===== config.mk =====
export PLATFORM = sky130hd
export DESIGN_NAME = dmem_ctrl
export DESIGN_NICKNAME = d
export VERILOG_FILES = /design/src/rtl/simple_processor_pkg.sv /design/src/rtl/dmem_ctrl.sv
export SDC_FILE = /design/constraint.sdc
export NUM_CORES = 1
export LEC_CHECK = 0
export ABC_AREA = 1
export ABC_CLOCK_PERIOD_IN_PS = 4000
export CAP_MARGIN = 25
export CORE_ASPECT_RATIO = 2
export CORE_MARGIN = 2
export CORE_UTILIZATION = 45
export CTS_BUF_LIST = sky130_fd_sc_hd__clkbuf_8 sky130_fd_sc_hd__clkbuf_16
export DETAILED_ROUTE_END_ITERATION = 8
export PLACE_DENSITY_LB_ADDON = 0.3
export SETUP_SLACK_MARGIN = 0.5
export SLEW_MARGIN = 10
export SYNTH_ARGS = -nofsm -noshare
export SYNTH_HDL_FRONTEND = slang
export SYNTH_SLANG_ARGS = --single-unit

===== constraint.sdc =====
create_clock -name clk_i -period 4 [get_ports clk_i]
set_input_delay 1.2 -clock clk_i [delete_from_list [all_inputs] [get_ports clk_i]]
set_output_delay 1.2 -clock clk_i [all_outputs]
set_load 0.01 [all_outputs]

===== src/rtl/simple_processor_pkg.sv =====
// Shared types and constants for the simple processor and its memory-side blocks.
package simple_processor_pkg;

    localparam int unsigned ADDR_WIDTH = 32;
    localparam int unsigned DATA_WIDTH = 32;

    // Data-memory controller defaults.
    localparam int unsigned DMEM_DEPTH = 1024;
    localparam int unsigned DMEM_WAIT  = 0;

    typedef enum logic [2:0] {
        IDLE,
        ACCESS,
        CAPTURE,
        WAIT,
        RESP
    } dmem_ctrl_state_e;

    // Width of a down-counter that must hold n; never narrower than one bit.
    function automatic int unsigned cnt_width(input int unsigned n);
        return (n > 0) ? $clog2(n + 1) : 1;
    endfunction

endpackage


===== src/rtl/dmem_ctrl.sv =====
// Data-memory controller: latches one processor request, drives a single-port
// synchronous SRAM with optional wait states, and returns a one-cycle ack with
// registered read data or an error response for misaligned/out-of-range accesses.
module dmem_ctrl #(
    parameter int unsigned ADDR_WIDTH  = simple_processor_pkg::ADDR_WIDTH,
    parameter int unsigned DATA_WIDTH  = simple_processor_pkg::DATA_WIDTH,
    parameter int unsigned MEM_DEPTH   = simple_processor_pkg::DMEM_DEPTH,
    parameter int unsigned WAIT_CYCLES = simple_processor_pkg::DMEM_WAIT
) (
    input  logic                         clk_i,
    input  logic                         arst_ni,
    input  logic                         req_i,
    input  logic                         we_i,
    input  logic [ADDR_WIDTH-1:0]        addr_i,
    input  logic [DATA_WIDTH-1:0]        wdata_i,
    output logic [DATA_WIDTH-1:0]        rdata_o,
    output logic                         ack_o,
    output logic                         err_o,
    output logic                         busy_o,
    output logic                         mem_cs_o,
    output logic                         mem_we_o,
    output logic [$clog2(MEM_DEPTH)-1:0] mem_addr_o,
    output logic [DATA_WIDTH-1:0]        mem_wdata_o,
    input  logic [DATA_WIDTH-1:0]        mem_rdata_i
);

    import simple_processor_pkg::*;

    localparam int unsigned OFS   = $clog2(DATA_WIDTH / 8);
    localparam int unsigned IDX_W = $clog2(MEM_DEPTH);
    localparam int unsigned CNT_W = cnt_width(WAIT_CYCLES);

    // Byte-offset bits inside one data word; all zero when DATA_WIDTH is 8.
    localparam logic [ADDR_WIDTH-1:0] OFS_MASK = ADDR_WIDTH'((64'd1 << OFS) - 64'd1);
    localparam logic [ADDR_WIDTH-1:0] DEPTH_A  = ADDR_WIDTH'(MEM_DEPTH);
    localparam logic [CNT_W-1:0]      CNT_LOAD = CNT_W'(WAIT_CYCLES);
    localparam logic [CNT_W-1:0]      CNT_ONE  = CNT_W'(1);

    dmem_ctrl_state_e state_q, state_d;

    logic                  we_q;
    logic [IDX_W-1:0]      idx_q;
    logic [DATA_WIDTH-1:0] wdata_q;
    logic                  err_q;
    logic [CNT_W-1:0]      cnt_q;
    logic [DATA_WIDTH-1:0] rdata_q;
    logic [DATA_WIDTH-1:0] rdata_hold_q;

    logic [ADDR_WIDTH-1:0] word_idx;
    logic                  req_err;

    // Request decode: word index, plus rejection of misaligned or out-of-range addresses.
    assign word_idx = addr_i >> OFS;
    assign req_err  = (|(addr_i & OFS_MASK)) || (word_idx >= DEPTH_A);

    // State register.
    always_ff @(posedge clk_i or negedge arst_ni) begin
        if (!arst_ni) begin
            state_q <= IDLE;
        end else begin
            state_q <= state_d;
        end
    end

    // Next-state logic; errors skip the SRAM entirely and go straight to RESP.
    always_comb begin
        state_d = state_q;
        unique case (state_q)
            IDLE: begin
                if (req_i) begin
                    state_d = req_err ? RESP : ACCESS;
                end
            end
            ACCESS: begin
                state_d = CAPTURE;
            end
            CAPTURE: begin
                state_d = (WAIT_CYCLES > 0) ? WAIT : RESP;
            end
            WAIT: begin
                // Counter is loaded with WAIT_CYCLES, so leaving at 1 gives exactly that many.
                if (cnt_q <= CNT_ONE) begin
                    state_d = RESP;
                end
            end
            RESP: begin
                state_d = IDLE;
            end
            default: begin
                state_d = IDLE;
            end
        endcase
    end

    // Request latches, wait counter and read-data registers.
    always_ff @(posedge clk_i or negedge arst_ni) begin
        if (!arst_ni) begin
            we_q         <= 1'b0;
            idx_q        <= '0;
            wdata_q      <= '0;
            err_q        <= 1'b0;
            cnt_q        <= '0;
            rdata_q      <= '0;
            rdata_hold_q <= '0;
        end else begin
            if ((state_q == IDLE) && req_i) begin
                we_q    <= we_i;
                idx_q   <= word_idx[IDX_W-1:0];
                wdata_q <= wdata_i;
                err_q   <= req_err;
                // A rejected access reports zero data and leaves zero behind.
                if (req_err) begin
                    rdata_q <= '0;
                end
            end
            if (state_q == ACCESS) begin
                cnt_q <= CNT_LOAD;
            end
            if (state_q == WAIT) begin
                cnt_q <= cnt_q - CNT_ONE;
            end
            if ((state_q == CAPTURE) && !we_q) begin
                rdata_q <= mem_rdata_i;
            end
            if (state_q == RESP) begin
                rdata_hold_q <= rdata_q;
            end
        end
    end

    // Outputs: SRAM strobes only in ACCESS, response only in RESP.
    always_comb begin
        mem_cs_o    = 1'b0;
        mem_we_o    = 1'b0;
        mem_addr_o  = '0;
        mem_wdata_o = '0;
        ack_o       = 1'b0;
        err_o       = 1'b0;
        if (state_q == ACCESS) begin
            mem_cs_o    = 1'b1;
            mem_we_o    = we_q;
            mem_addr_o  = idx_q;
            mem_wdata_o = wdata_q;
        end
        if (state_q == RESP) begin
            ack_o = 1'b1;
            err_o = err_q;
        end
    end

    // rdata_o only changes at the start of RESP and holds between transactions.
    assign rdata_o = (state_q == RESP) ? rdata_q : rdata_hold_q;
    assign busy_o  = (state_q != IDLE);

endmodule


; ---- Word-level counts from Yosys, hierarchy flattened
; Cells that the tools add are included.
[word_totals]
register_bits = 112
latch_bits = 0
mem_bits_rw = 0
rom_bits = 0
inputBits = 100
output_inout_bits = 79
word_cells = 45
n_memories = 0
[classes]
n_addsub = 1
n_mul = 0
div = 0
order_cmp = 2
n_eq_ne = 6
shift = 0
n_mux = 16
n_bitwise = 0
reduce_logical = 12
[op_table]
columns = op, n
row1 = 32-bit two-way mux, 5
row2 = "30-bit by 11-bit greater-or-equal comparator with 1-bit output, second input constant", 1
row3 = 3-bit case mux with 4 select lines, 1
row4 = 10-bit two-way mux, 1
row5 = 3-bit two-way mux, 3
row6 = "3-bit by 2-bit == test with 1-bit output, second input constant", 2
row7 = 1-bit two-way mux, 6
row8 = 2-bit nonzero test, 3
row9 = "2-bit inequality test, second input constant", 2
row10 = 2-bit AND reduction, 2
row11 = "3-bit by 1-bit == test with 1-bit output, second input constant", 1
row12 = "3-bit == test, second input constant", 1
row13 = 3-bit zero test, 1
row14 = 3-bit nonzero test, 1
row15 = 1-bit logical AND, 2
row16 = 2-bit OR reduction, 1
row17 = "1-bit <= comparator, second input constant", 1
row18 = 1-bit zero test, 1
row19 = 1-bit logical OR, 1
row20 = "1-bit subtractor, second input constant", 1

; ---- Logic depth before layout (Yosys ltp)
[depth]
word_depth = 5
ltp_mapped = 8
ltp_nobuf = 7

; ---- Worst setup path before layout
; OpenSTA, ideal clock, no wires.
[synth_path]
path_kind = reg-to-output
from = reg state_q[1]
to = out rdata_o[22]
arrival_ns = 1.124
t_required_ns = 2.800
slack_ns = 1.676
stages_incl_launch_ff = 5
n_path_buf = 1
cell_sequence = dfrtp_1 -> nor3_4 -> buf_2 -> nand2_1 -> nand2_1
[synth_between]
elab_chain_len = 2
[synth_lines]
columns = element, line
row1 = from (decl), dmem_ctrl.sv:39  ; dmem_ctrl_state_e state_q, state_d;
row2 = from (signal assigned), dmem_ctrl.sv:61  ; state_q <= state_d;
row3 = 3-bit == test, dmem_ctrl.sv:152  ; assign rdata_o = (state_q == RESP) ? rdata_q : rdata_hold_q;
row4 = 32-bit two-way mux, n/a
row5 = to (decl), dmem_ctrl.sv:16  ; output logic [DATA_WIDTH-1:0] rdata_o,
; Every way passes these cells.

; ---- Worst setup path after layout
[layout_path]
from = reg state_q[2]
to = out rdata_o[18]
; The elaborated chain is that of the path after synthesis.

==> results_dict.tcl <==
set metrics [dict create \
    nets 817 \
    p_int_w 0.00213 \
    reg2reg_to "rdata_q[9]$_DFFE_PN0P_" \
    finalWirelength_um 11300 \
    yosys_warnings 0 \
    min_path_cells 2 \
    fillers 834 \
    synth.most_common_cell "nand2_1" \
    worstSetupEndpointType "primary output" \
    grt_setup_unrepaired "false" \
    worst_setup_path_start_kind "register" \
    sequentialPowerShare 0.459 \
    wl_met3_um 611 \
    cp.required_ns 2.80 \
    fin_crit_sh 0.840 \
    via_per_inst 4.68 \
    hold_class "register to register" \
    synth_nets 648 \
    fin_crit_ns 3.36 \
    worstHoldStart "rdata_hold_q[22]$_DFF_PN0_" \
    grt_overflow_total 0 \
    cts_buffer_depth 2 \
    pwr-share-comb 0.249 \
    yosysTopAreaCell "dfrtp_1" \
    grt_pass1_wl_um 18900 \
    critical_path.slowest_cell "clkdlybuf4s50_1" \
    syn_avg_cell_area_um2 8.50 \
    drtAntennaViolNets 0 \
    start_util 0.462 \
    cp_num_cells 7 \
    r2r_start "state_q[1]$_DFFE_PN0P_" \
    synth_edf_count 0 \
    port-buffer-count 178 \
    grt_pass1_vias 3973 \
    dp_hpwl_um 8310 \
    crit_chain "inv_1 > nor3_4 > buf_4 > buf_4 > nand2_1 > nand2_1 > clkdlybuf4s50_1" \
    wl_met2_um 5930 \
    antenna_found_initial 0 \
    rrSetupSlack_ns 1.75 \
    relSlewSlack 0.453 \
    synth.area.top_cells "dfrtp_1 (60%), nand2_1 (17%), nor2_1 (4.7%)" \
    wl_per_cell_um 13.2 \
    drive_gt1_frac 0.0471 \
    crit_path_max_fanout 8 \
    htree_levels 3 \
    place_congestion 0.783 \
    p_leak_nw 3.35 \
    ff2ff_path_depth 6 \
    cts_made_buffers 9 \
    critical_path_class "register to primary output" \
    core_area_um2 10100 \
    placementRows 52 \
    power_frac_clock 0.292 \
    multi_input_area_um2 1490 \
    ctsRootBufferMaster "clkbuf_16" \
    path_buf_inv 4 \
    crit_family "buffers and inverters" \
    tightest_slew_ns 0.821 \
    min_to "rdata_hold_q[22]$_DFF_PN0_" \
    clock_latency_ns 0.34 \
    status "completed" \
    ir_worst_vdd_v 0.000348 \
    yosysSeqAreaShare 0.596 \
    synth_common_cells "nand2_1 (210), dfrtp_1 (111), nor2_1 (58), inv_1 (51), nand3_1 (33)" \
    ctsHoldBuffers 0 \
    setup-tns-final_ns 0 \
    async_flop_share 1.00 \
    top_layer "met4" \
    die_h_um 148 \
    register_area_um2 2780 \
    synth_flop_cell "dfrtp_1" \
    die_area_um2 11200 \
    diodes 0 \
    clock-sinks 111 \
    synth_cell_types 21 \
    switching_share 0.307 \
    syn2layout_area_growth_pct 45.7 \
    setup_viol 0 \
    syn_inst 548 \
    arrival_ns 2.16 \
    hold_violations 0 \
    vias 4010 \
    clk_pin_slew_ns 0.08 \
    firstDrtPassIters 4 \
    drv_slew 0 \
    syn_area_um2 4660 \
    slowest_delay_ns 0.55 \
    cp-startpoint "state_q[2]$_DFFE_PN0P_" \
    dieWidth_um 76.0 \
    max_clock_freq_mhz 298 \
    io_pins 179 \
    met1_length_um 4500 \
    cts_tree "yes" \
    fin_util 0.674 \
    p_per_area_nw_per_um2 452 \
    route.detailed.drc 0 \
    track_usage 0.208 \
    synth_top_area_frac 0.596 \
    synth_seq_cells 111 \
    dr.first_iter.drc_count 165 \
    skew_ns 0.0106 \
    cap_violations 0 \
    switchingPower_w 0.000943 \
    grt_start_max_net_pins 88 \
]
how the worst max path moves through the flow:
stage             endpoint  slack (ns)
4_1_cts         rdata_o[9]        0.64
3_5_place_dp         err_o        0.68
6_report       rdata_o[18]        0.64
2_1_floorplan  rdata_o[22]        1.68
5_1_grt        rdata_o[18]        0.52
3_3_place_gp         err_o        0.75
kinds of logic after synthesis:
family,share of synthesized area
buffers and inverters,0.0846
DFF,0.596
and+or+nand+nor,0.271
AOI/OAI and AO/OA,0.0483
layout by cell type, fill, tap and decap left out, types with 8 or more instances in the layout:
cell type,n
nand2_1,210
clkdlybuf4s50_1,177
dfrtp_1,111
nor2_1,58
inv_1,52
nand3_1,33
o21ai_1,30
o21ai_0,14
clkbuf_16,9
buf_4,8
area by class of cell:
class | count | share of cell area
Clock buffer | 9 | 0.0332
Clock inverter | 7 | 0.0120
Inverter | 54 | 0.0306
Multi-Input combinational cell | 355 | 0.219
Sequential cell | 111 | 0.409
Tap cell | 135 | 0.0249
Timing Repair Buffer | 186 | 0.271
metal layers:
metal  track usage  up-vias
li1              -     1997
met1         0.250     1847
met2         0.366      145
met3        0.0476       21
met4        0.0773        0
met5             0        -
what timing repair did:
action                     CTS  global route
setup buffers                3             0
gates resized for setup      1             2
setup endpoints to repair   33             4
hold endpoints to repair     0             0
pin swaps                    1             0
worst reg2reg max path: stages (launching register included):
cell and delay (ns):
dfrtp_1 0.46, inv_1 0.08, nor2_2 0.11, nand3_2 0.57
inv_2 0.71, nand2_1 0.17, nand2_1 0.10
registers in the layout, indices dropped and copies added, names as in the netlist:
register	count
state_q	3
wdata_q	32
idx_q	10
rdata_hold_q	32
err_q	1
rdata_q	32
we_q	1
stage by stage:
| step | hold WS [ns] | total power [W] | setup WS [ns] | instance area (µm²) | instances |
|---|---|---|---|---|---|
| final | 0.471 | 0.00307 | 0.641 | 6790 | 857 |
| after global routing | 0.492 | 0.00327 | 0.518 | 6790 | 857 |
| after CTS | 0.475 | 0.00310 | 0.635 | 6790 | 857 |
| after detailed placement | 0.456 | 0.00216 | 0.676 | 6450 | 838 |
| after global placement | 0.449 | 0.00213 | 0.754 | 6450 | 838 |
| after floorplan | 0.469 | 0.00192 | 1.68 | 4660 | 548 |
power groups by stage:
stage	clock, W	combinational [W]	sequential, W
3_5_place_dp	0	0.000729	0.00144
4_1_cts	0.000924	0.000766	0.00141
2_1_floorplan	0	0.000502	0.00141
6_report	0.000897	0.000763	0.00141
5_1_grt	0.000970	0.000872	0.00143
3_3_place_gp	0	0.000707	0.00142
No activity file was read; power rests on OpenSTA's default activity.
